### config.mk
export PLATFORM = sky130hd
export DESIGN_NAME = fb_page_scanner_flat
export DESIGN_NICKNAME = d
export VERILOG_FILES = /design/src/rtl/fb_pkg.sv /design/src/rtl/fb_page_scanner_if.sv /design/src/rtl/fb_scan_counter.sv /design/src/rtl/fb_page_scanner.sv /design/src/flat_wrapper.sv
export SDC_FILE = /design/constraint.sdc
export NUM_CORES = 1
export LEC_CHECK = 0
export BUFFER_PORTS_ARGS = -buffer_cell sky130_fd_sc_hd__buf_2
export CAP_MARGIN = 20
export CORE_UTILIZATION = 45
export CTS_BUF_LIST = sky130_fd_sc_hd__clkbuf_8
export CTS_CLUSTER_SIZE = 10
export DETAILED_ROUTE_END_ITERATION = 7
export PLACE_DENSITY = 0.73
export REMOVE_ABC_BUFFERS = 1
export SYNTH_ARGS = -nofsm -noshare
export SYNTH_HDL_FRONTEND = slang
export SYNTH_SLANG_ARGS = --single-unit
### constraint.sdc
create_clock -name clk -period 2.2 [get_ports clk]
set_clock_uncertainty 0.1 [all_clocks]
set_input_delay 0.22 -clock clk [delete_from_list [all_inputs] [get_ports clk]]
set_output_delay 0.22 -clock clk [all_outputs]
set_load 0.01 [all_outputs]
### src/rtl/fb_pkg.sv
// Shared framebuffer constants, scan FSM states and the page-byte payload.
// Optional build macro used by the scanner: FB_SCAN_ROT180_EN.
package fb_pkg;

    localparam int unsigned H_PIXELS    = 128;
    localparam int unsigned V_PIXELS    = 64;
    localparam int unsigned PAGES       = V_PIXELS / 8;
    localparam int unsigned FRAME_BYTES = H_PIXELS * PAGES;
    localparam int unsigned COL_W       = $clog2(H_PIXELS);
    localparam int unsigned PAGE_W      = 3;
    localparam int unsigned POS_W       = 8;

    localparam logic RMODE_ROW = 1'b0;
    localparam logic RMODE_COL = 1'b1;

    typedef enum logic [1:0] {
        SCAN_IDLE,
        SCAN_REQ,
        SCAN_GAP,
        SCAN_DRAIN
    } scan_state_t;

    // One page byte plus its framing flags; last marks the final byte of a frame.
    typedef struct packed {
        logic       sof;
        logic       sop;
        logic       last;
        logic [7:0] data;
    } page_byte_t;

    // Column bytes arrive MSB = top row; panel bytes want bit0 = top row.
    function automatic logic [7:0] bitrev8(input logic [7:0] b);
        return {b[0], b[1], b[2], b[3], b[4], b[5], b[6], b[7]};
    endfunction

endpackage

### src/rtl/fb_page_scanner_if.sv
// Framebuffer column-read port and page-byte stream of the page scanner.
interface fb_page_scanner_if;

    logic       fb_re;
    logic [7:0] fb_r_xpos;
    logic [7:0] fb_r_ypos;
    logic       fb_r_mode;
    logic       fb_r_data_valid;
    logic [7:0] fb_dout;

    logic [7:0] out_data;
    logic       out_valid;
    logic       out_ready;
    logic       out_sof;
    logic       out_sop;

    modport master (
        output fb_re, fb_r_xpos, fb_r_ypos, fb_r_mode,
        output out_data, out_valid, out_sof, out_sop,
        input  fb_r_data_valid, fb_dout, out_ready
    );

    modport slave (
        input  fb_re, fb_r_xpos, fb_r_ypos, fb_r_mode,
        input  out_data, out_valid, out_sof, out_sop,
        output fb_r_data_valid, fb_dout, out_ready
    );

endinterface

### src/rtl/fb_scan_counter.sv
// Column/page position counter for the page scanner.
// FB_SCAN_ROT180_EN reverses the walk (col 127..0, page 7..0).
module fb_scan_counter
    import fb_pkg::*;
(
    input  logic              clk,
    input  logic              rst,
    input  logic              load,
    input  logic              advance,
    output logic [COL_W-1:0]  col,
    output logic [PAGE_W-1:0] page,
    output logic              first_col_c,
    output logic              first_pos_c,
    output logic              last_pos_c
);

    localparam logic [COL_W-1:0]  COL_MAX  = COL_W'(H_PIXELS - 1);
    localparam logic [PAGE_W-1:0] PAGE_MAX = PAGE_W'(PAGES - 1);

`ifdef FB_SCAN_ROT180_EN
    localparam logic [COL_W-1:0]  COL_START  = COL_MAX;
    localparam logic [PAGE_W-1:0] PAGE_START = PAGE_MAX;
    localparam logic [COL_W-1:0]  COL_END    = '0;
    localparam logic [PAGE_W-1:0] PAGE_END   = '0;
    localparam logic [COL_W-1:0]  COL_STEP   = '1;
    localparam logic [PAGE_W-1:0] PAGE_STEP  = '1;
`else
    localparam logic [COL_W-1:0]  COL_START  = '0;
    localparam logic [PAGE_W-1:0] PAGE_START = '0;
    localparam logic [COL_W-1:0]  COL_END    = COL_MAX;
    localparam logic [PAGE_W-1:0] PAGE_END   = PAGE_MAX;
    localparam logic [COL_W-1:0]  COL_STEP   = COL_W'(1);
    localparam logic [PAGE_W-1:0] PAGE_STEP  = PAGE_W'(1);
`endif

    logic [COL_W-1:0]  col_q, col_d;
    logic [PAGE_W-1:0] page_q, page_d;

    // Position registers.
    always_ff @(posedge clk) begin
        if (rst) begin
            col_q  <= '0;
            page_q <= '0;
        end else begin
            col_q  <= col_d;
            page_q <= page_d;
        end
    end

    // Load the frame start or step one column, wrapping into the next page.
    always_comb begin
        col_d  = col_q;
        page_d = page_q;
        if (load) begin
            col_d  = COL_START;
            page_d = PAGE_START;
        end else if (advance) begin
            if (col_q == COL_END) begin
                col_d  = COL_START;
                page_d = PAGE_W'(page_q + PAGE_STEP);
            end else begin
                col_d  = COL_W'(col_q + COL_STEP);
            end
        end
    end

    assign col         = col_q;
    assign page        = page_q;
    assign first_col_c = (col_q == COL_START);
    assign first_pos_c = (col_q == COL_START) && (page_q == PAGE_START);
    assign last_pos_c  = (col_q == COL_END) && (page_q == PAGE_END);

endmodule

### src/rtl/fb_page_scanner.sv
// Display-refresh initiator: walks the framebuffer page by page in column-read
// mode and streams panel page bytes over valid/ready.
// Build option FB_SCAN_ROT180_EN: upside-down panel (reverse walk, no bit reversal).
module fb_page_scanner
    import fb_pkg::*;
(
    input  logic              clk,
    input  logic              rst,
    input  logic              start,
    input  logic              fb_ready,
    output logic              busy,
    output logic              frame_done,
    fb_page_scanner_if.master bus
);

    scan_state_t       state_q, state_d;
    logic              busy_q, busy_d;
    logic              fb_re_q, fb_re_d;
    logic              full_q, full_d;
    page_byte_t        out_q, out_d;

    logic              cnt_load;
    logic              cnt_adv;
    logic              capture;
    logic              drain;
    logic [COL_W-1:0]  col;
    logic [PAGE_W-1:0] page;
    logic              first_col_c;
    logic              first_pos_c;
    logic              last_pos_c;
    logic [7:0]        cap_data_c;

    fb_scan_counter u_cnt (
        .clk         (clk),
        .rst         (rst),
        .load        (cnt_load),
        .advance     (cnt_adv),
        .col         (col),
        .page        (page),
        .first_col_c (first_col_c),
        .first_pos_c (first_pos_c),
        .last_pos_c  (last_pos_c)
    );

`ifdef FB_SCAN_ROT180_EN
    assign cap_data_c = bus.fb_dout;
`else
    assign cap_data_c = bitrev8(bus.fb_dout);
`endif

    assign drain = full_q && bus.out_ready;

    // State, request and output-register flops.
    always_ff @(posedge clk) begin
        if (rst) begin
            state_q <= SCAN_IDLE;
            busy_q  <= 1'b0;
            fb_re_q <= 1'b0;
            full_q  <= 1'b0;
            out_q   <= '0;
        end else begin
            state_q <= state_d;
            busy_q  <= busy_d;
            fb_re_q <= fb_re_d;
            full_q  <= full_d;
            out_q   <= out_d;
        end
    end

    // Fetch FSM: request a column, capture it once the output slot frees, idle one GAP cycle.
    always_comb begin
        state_d  = state_q;
        busy_d   = busy_q;
        fb_re_d  = 1'b0;
        cnt_load = 1'b0;
        cnt_adv  = 1'b0;
        capture  = 1'b0;
        case (state_q)
            SCAN_IDLE: begin
                if (start && fb_ready) begin
                    cnt_load = 1'b1;
                    busy_d   = 1'b1;
                    fb_re_d  = 1'b1;
                    state_d  = SCAN_REQ;
                end
            end
            SCAN_REQ: begin
                fb_re_d = 1'b1;
                if (bus.fb_r_data_valid && (!full_q || bus.out_ready)) begin
                    capture = 1'b1;
                    fb_re_d = 1'b0;
                    state_d = SCAN_GAP;
                end
            end
            SCAN_GAP: begin
                cnt_adv = 1'b1;
                if (last_pos_c) begin
                    state_d = SCAN_DRAIN;
                end else begin
                    fb_re_d = 1'b1;
                    state_d = SCAN_REQ;
                end
            end
            SCAN_DRAIN: begin
                if (!full_q || bus.out_ready) begin
                    busy_d  = 1'b0;
                    state_d = SCAN_IDLE;
                end
            end
            default: begin
                state_d = SCAN_IDLE;
                busy_d  = 1'b0;
            end
        endcase
    end

    // One-entry output register; a load wins over a same-cycle drain.
    always_comb begin
        full_d = full_q;
        out_d  = out_q;
        if (drain) begin
            full_d = 1'b0;
            out_d  = '0;
        end
        if (capture) begin
            full_d     = 1'b1;
            out_d.data = cap_data_c;
            out_d.sof  = first_pos_c;
            out_d.sop  = first_col_c;
            out_d.last = last_pos_c;
        end
    end

    assign busy          = busy_q;
    assign frame_done    = drain && out_q.last;
    assign bus.fb_re     = fb_re_q;
    assign bus.fb_r_xpos = POS_W'(col);
    assign bus.fb_r_ypos = POS_W'({page, 3'b000});
    assign bus.fb_r_mode = RMODE_COL;
    assign bus.out_data  = out_q.data;
    assign bus.out_valid = full_q;
    assign bus.out_sof   = out_q.sof;
    assign bus.out_sop   = out_q.sop;

endmodule

### src/flat_wrapper.sv
// flat-port wrapper written by rule: the top's interface ports become plain ports
module fb_page_scanner_flat import fb_pkg::*;
  (clk, rst, start, fb_ready, busy, frame_done, bus_fb_re, bus_fb_r_xpos, bus_fb_r_ypos, bus_fb_r_mode, bus_out_data, bus_out_valid, bus_out_sof, bus_out_sop, bus_fb_r_data_valid, bus_fb_dout, bus_out_ready);
  fb_page_scanner_if bus_i ();
  input  logic clk;
  input  logic rst;
  input  logic start;
  input  logic fb_ready;
  output logic busy;
  output logic frame_done;
  output wire logic [$bits(bus_i.fb_re)-1:0] bus_fb_re;
  output wire logic [$bits(bus_i.fb_r_xpos)-1:0] bus_fb_r_xpos;
  output wire logic [$bits(bus_i.fb_r_ypos)-1:0] bus_fb_r_ypos;
  output wire logic [$bits(bus_i.fb_r_mode)-1:0] bus_fb_r_mode;
  output wire logic [$bits(bus_i.out_data)-1:0] bus_out_data;
  output wire logic [$bits(bus_i.out_valid)-1:0] bus_out_valid;
  output wire logic [$bits(bus_i.out_sof)-1:0] bus_out_sof;
  output wire logic [$bits(bus_i.out_sop)-1:0] bus_out_sop;
  input wire logic [$bits(bus_i.fb_r_data_valid)-1:0] bus_fb_r_data_valid;
  input wire logic [$bits(bus_i.fb_dout)-1:0] bus_fb_dout;
  input wire logic [$bits(bus_i.out_ready)-1:0] bus_out_ready;
  assign bus_fb_re = bus_i.fb_re;
  assign bus_fb_r_xpos = bus_i.fb_r_xpos;
  assign bus_fb_r_ypos = bus_i.fb_r_ypos;
  assign bus_fb_r_mode = bus_i.fb_r_mode;
  assign bus_out_data = bus_i.out_data;
  assign bus_out_valid = bus_i.out_valid;
  assign bus_out_sof = bus_i.out_sof;
  assign bus_out_sop = bus_i.out_sop;
  assign bus_i.fb_r_data_valid = bus_fb_r_data_valid;
  assign bus_i.fb_dout = bus_fb_dout;
  assign bus_i.out_ready = bus_out_ready;
  fb_page_scanner u_core (.clk(clk), .rst(rst), .start(start), .fb_ready(fb_ready), .busy(busy), .frame_done(frame_done), .bus(bus_i));
endmodule
# Word-level counts from Yosys, hierarchy flattened
# Cells that the tools add are included.
# totals
regBits	26
out_inout_bits	31
word_cells	58
# op_classes
n_addsub	2
n_eq_ne	8
mux	21
reduce_logical	17
# op_table
cell	n
$mux W11	2
$mux W1	11
$mux W2	4
$pmux W2 S4	1
$add A7 B1 Y7 const B	1
$eq A7 B7 Y1 const B	1
$logic_not A7 Y1	1
$mux W7	1
$logic_and A1 B1 Y1	6
$ne A2 B1 Y1 const B	3
$reduce_and A3 Y1	2
$eq A2 B2 Y1 const B	2
$reduce_bool A2 Y1	2
$add A3 B1 Y3 const B	1
$eq A3 B3 Y1 const B	1
$logic_not A3 Y1	1
$pmux W1 S3	1
$eq A2 B1 Y1 const B	1
$logic_not A2 Y1	1
$pmux W1 S2	1
$reduce_and A2 Y1	1
$reduce_or A2 Y1	1
$logic_not A1 Y1	1
$logic_or A1 B1 Y1	1

# Longest topological paths before layout
# depth
word_depth	6
ltp_mapped	6
ltp_nobuf	5

# By module
# A second synthesis with hierarchy kept.
# hier_totals
hier_cells	140
hier_area_um2	1308.8
# by_module_without_submodules
module	n_inst	cells_each	area_each_um2	seq_area_each_um2
fb_page_scanner	1	74	754.5	320.3
fb_scan_counter	1	66	554.3	200.2

# Least setup slack after synthesis
# Ideal clock, no wire load.
# synth_path
path_kind	reg-to-reg
startpoint	register u_core.u_cnt.col_q[0] (netlist: u_core.u_cnt.col[0])
endpoint	register u_core.state_q[1]
setup_time_ns	0.112
arrival_ns	1.343
required_time_ns	1.988
setup_slack_ns	0.645
path_stages_with_launch	6
period_less_slack_ns	1.555
path_cell_list	dfxtp_1 > ha_1 > nand3_2 > nor2_1 > a31oi_1 > a2111oi_1
# synth_via
elab_chain_cells	4
# synth_lines
element	line_no	rtl
from (decl)	fb_scan_counter.sv:36	logic [COL_W-1:0] col_q, col_d;
from (signal assigned)	fb_scan_counter.sv:45	col_q <= col_d;
$eq A7 B7 Y1	fb_scan_counter.sv:71	assign last_pos_c = (col_q == COL_END) && (page_q == PAGE_END);
$logic_and A1 B1 Y1	fb_scan_counter.sv:71	
$mux W2	fb_page_scanner.sv:97	if (last_pos_c) begin
$pmux W2 S4	fb_page_scanner.sv:78	case (state_q)
to (signal assigned)	fb_page_scanner.sv:62	state_q <= state_d;
to (decl)	fb_page_scanner.sv:16	scan_state_t state_q, state_d;
# Every way passes these cells.
# A chain may end at the register's enable or synchronous reset.

# Final worst setup path
# Ends and elaborated chain as after synthesis.

==> flow_metrics.py <==
metrics = {
    "placement": {
        "numPortBuffers": 37,
        "half_perimeter_wire_length_after_detailed_placement_um": 1880,
        "placedInstanceArea_mm2": 0.00139,
        "place.gp.congestion": 0.770,
        "post-place-ws_ns": 0.476,
    },
    "critical_path": {
        "cp.required_ns": 2.26,
        "worst_r2r_path_depth": 5,
        "critical_path.slowest_cell": "dfxtp_1",
        "critical_r2r_launch": "u_core.u_cnt.col[0]$_SDFFE_PP0N_",
        "critical_path_cell_count": 5,
        "critical_path.startpoint": "u_core.u_cnt.col[0]$_SDFFE_PP0N_",
        "critical_path_buf_inv_count": 0,
        "crit_path_end": "u_core.state_q[1]$_SDFFE_PP0P_",
        "criticalPathCategory": "flop to flop",
        "regToRegEndpoint": "u_core.state_q[1]$_SDFFE_PP0P_",
        "critical-path-top-delay-family": "compound AO/OA/AOI/OAI gates",
        "timing.critical_path.cells": "ha_1, nand3_2, nor2_1, a31oi_1, a2111oi_1",
        "critical_path_arrival_ns": 1.85,
        "crit_path_max_incr_delay_ns": 0.43,
        "crit_path_start_kind": "flop",
        "timing.critical_path.to_type": "flop",
        "r2r_setup_slack_ns": 0.41,
        "critical_path.max_fanout": 6,
    },
    "layout": {
        "synthToLayoutAreaGrowth_pct": 12.6,
        "design_area_mm2": 0.00146,
        "fill_cells": 253,
        "nets": 190,
        "final_layout_size_suffix_gt1_frac": 0.265,
        "num_antenna_cells": 0,
    },
    "cts": {
        "clock_insertion_delay_worst_skew_ns": 0.27,
        "cts.root.buffer_cell": "clkbuf_8",
        "post_cts_resize_count": 0,
        "cts_tree": "done",
        "cts_hold_buffers": 0,
        "clkSinkCount": 26,
        "cts_setup_buffers": 0,
        "clock_buffer_count_from_cts": 3,
        "cts_htree_levels": 1,
        "cts_max_path_buffers": 2,
        "path_clk_slew_ns": 0.09,
    },
    "die": {
        "core_mm2": 0.00273,
        "placementRows": 19,
        "design.die.area_mm2": 0.00309,
        "io_pins": 45,
        "initial_core_util": 0.473,
        "die_span_y_um": 55.6,
        "die_width_um": 55.6,
    },
    "logic_synthesis": {
        "synth-async-reset-ratio": 0,
        "ys_seq_elements": 26,
        "post_synth_main_area_contributors": "dfxtp_1 40%, buf_4 8.7%, nor2_1 6.1%, ha_1 4.8%, a22oi_1 4.6%",
        "synth_cell_types": 41,
        "yosysTopAreaCell": "dfxtp_1",
        "yosys.area.top_type_share": 0.402,
        "synth.most_common_cell": "dfxtp_1",
        "post_synth.cell_area_avg_um2": 8.86,
        "synth_top_flop_cell": "dfxtp_1",
        "synth_area_mm2": 0.00129,
        "synth_common_cells": "26 x dfxtp_1, 21 x nor2_1, 15 x buf_4",
        "synth.yosys.warnings": 0,
        "synth_enable_flop_cells": 0,
        "netlist_instances": 146,
        "synth_seq_area_share": 0.402,
    },
    "timing": {
        "slew_at_the_pin_with_the_worst_max_slew_slack_ns": 0.797,
        "finalHoldViolations": 0,
        "fin_crit_sh": 0.814,
        "setup_tns_ns": 0,
        "finalCriticalPeriod_ns": 1.79,
        "timing.final.setup_violations": 0,
        "post-route-worst-setup-slack_ns": 0.410,
        "rsz0062_at_grt": "false",
        "slew-limit-headroom": 0.469,
        "slew_viol_final": 0,
        "clock.fmax_mhz": 559,
    },
    "route": {
        "drt.antenna.violating_nets": 0,
        "detail_route.wl_per_cell_um": 12.7,
        "post_detailed_route_via_to_cell_ratio": 5.18,
        "routed_wl_um": 2550,
        "firstDrtPassIters": 4,
        "remaining_drc_errors": 0,
        "initialDrtViolationCount": 32,
        "route.vias.total": 1042,
    },
    "grt": {
        "track_usage": 0.170,
        "via_count_of_the_first_global_routing_pass": 973,
        "grt_first_pass_wirelength_um": 4230,
        "globalRouteOverflowTotal": 0,
        "grt_max_degree": 19,
        "grt_antenna_before_repair": 0,
    },
    "run": {
        "max-cap-violations": 0,
    },
    "power_and_ir_drop": {
        "power_density_mw_per_mm2": 733,
        "report.power.total_uw": 1070,
        "cellLeakagePower_uw": 0.000650,
        "power.ir.vdd_worst_uv": 405,
    },
    "worst_hold_path": {
        "worstHoldPathType": "input port to flop",
        "min_from": "bus_fb_dout[7]",
    },
    "outcome": {
        "outcome": "finished clean",
    },
}
==> cell type report <==
type | count | area, µm² | area share
tap | 31 | 38.8 | 0.0266
timing repair buffer | 37 | 185 | 0.127
clock buffer | 3 | 41.3 | 0.0284
inverter | 4 | 15.0 | 0.0103
clock inverter | 1 | 30.0 | 0.0206
sequential | 26 | 520 | 0.357
multi-input combinational | 99 | 626 | 0.430
==> metal layers <==
| layer | wire length, µm | part of all wire | up-vias | GRT usage |
|---|---|---|---|---|
| met5 | 0 | 0 | - | 0 |
| met4 | 56 | 0.022 | 0 | 0.0929 |
| met3 | 113 | 0.044 | 7 | 0.0302 |
| met1 | 1170 | 0.46 | 477 | 0.223 |
| li1 | - | - | 528 | - |
| met2 | 1210 | 0.47 | 30 | 0.265 |
==> worst min-delay path: cells and delay by family <==
family                 cells  cell delay, ns
AOI/OAI and AO/OA          1            0.05
buffers and inverters      1            0.08
and+or+nand+nor            1            0.07
==> placed cells by master, fill, tap and decap left out, types with 3 or more instances in the layout <==
cell | Yosys | routed
a21oi_1 | 9 | 9
a22oi_1 | 8 | 8
buf_2 | 4 | 37
clkbuf_8 | 0 | 3
conb_1 | 2 | 7
dfxtp_1 | 26 | 26
ha_1 | 5 | 5
inv_1 | 4 | 4
nand2_1 | 8 | 8
nand3_1 | 3 | 3
nor2_1 | 21 | 21
xor2_1 | 3 | 3
==> through the flow <==
stage / util / hold WS, ns / instances
floorplan: - / 0.189 / 129
global placement: 0.507 / 0.353 / 197
detailed placement: 0.507 / 0.368 / 197
CTS: 0.533 / 0.0721 / 201
global route: 0.533 / 0.0809 / 201
finish: 0.533 / 0.0774 / 201
==> worst min-delay path by stage <==
| stage | slack (ns) | end | cells past startpoint |
|---|---|---|---|
| floorplan | 0.19 | u_core.bus.out_sop$_SDFFE_PP0P_ | 1 |
| global placement | 0.35 | u_core.bus.out_sop$_SDFFE_PP0P_ | 2 |
| detailed placement | 0.37 | u_core.bus.out_data[6]$_SDFFE_PP0P_ | 3 |
| CTS | 0.07 | u_core.bus.out_data[0]$_SDFFE_PP0P_ | 3 |
| global route | 0.08 | u_core.bus.out_data[6]$_SDFFE_PP0P_ | 3 |
| finish | 0.08 | u_core.bus.out_data[0]$_SDFFE_PP0P_ | 3 |
==> cells by family (layout without fill, tap and decap cells) <==
| family | after synthesis | count (layout) | share of synthesized area |
|---|---|---|---|
| AO/OA/AOI/OAI | 25 | 25 | 0.130 |
| XOR/XNOR | 5 | 5 | 0.0339 |
| adder cells (fa/ha/maj) | 5 | 5 | 0.0484 |
| buffers and inverters | 26 | 45 | 0.129 |
| flip-flops | 26 | 26 | 0.402 |
| multiplexers | 2 | 2 | 0.0155 |
| other | 2 | 7 | 0.00580 |
| AND/OR/NAND/NOR | 55 | 55 | 0.236 |
==> where the power goes <==
group	switching (µW)	internal [µW]	leakage (µW)
Combinational	81.1	64.2	0.000403
Sequential	27.1	494	0.000211
Clock	157	244	0.0000357
==> sequential cells by signal, indices dropped and copies added (netlist names) <==
register              count
u_core.bus.out_sof        1
u_core.out_q              1
u_core.busy               1
u_core.u_cnt.col          7
u_core.bus.out_data       8
u_core.bus.out_valid      1
u_core.bus.fb_re          1
u_core.state_q            2
u_core.bus.out_sop        1
u_core.u_cnt.page         3
Note: power is estimated with default switching activity, not from simulation.
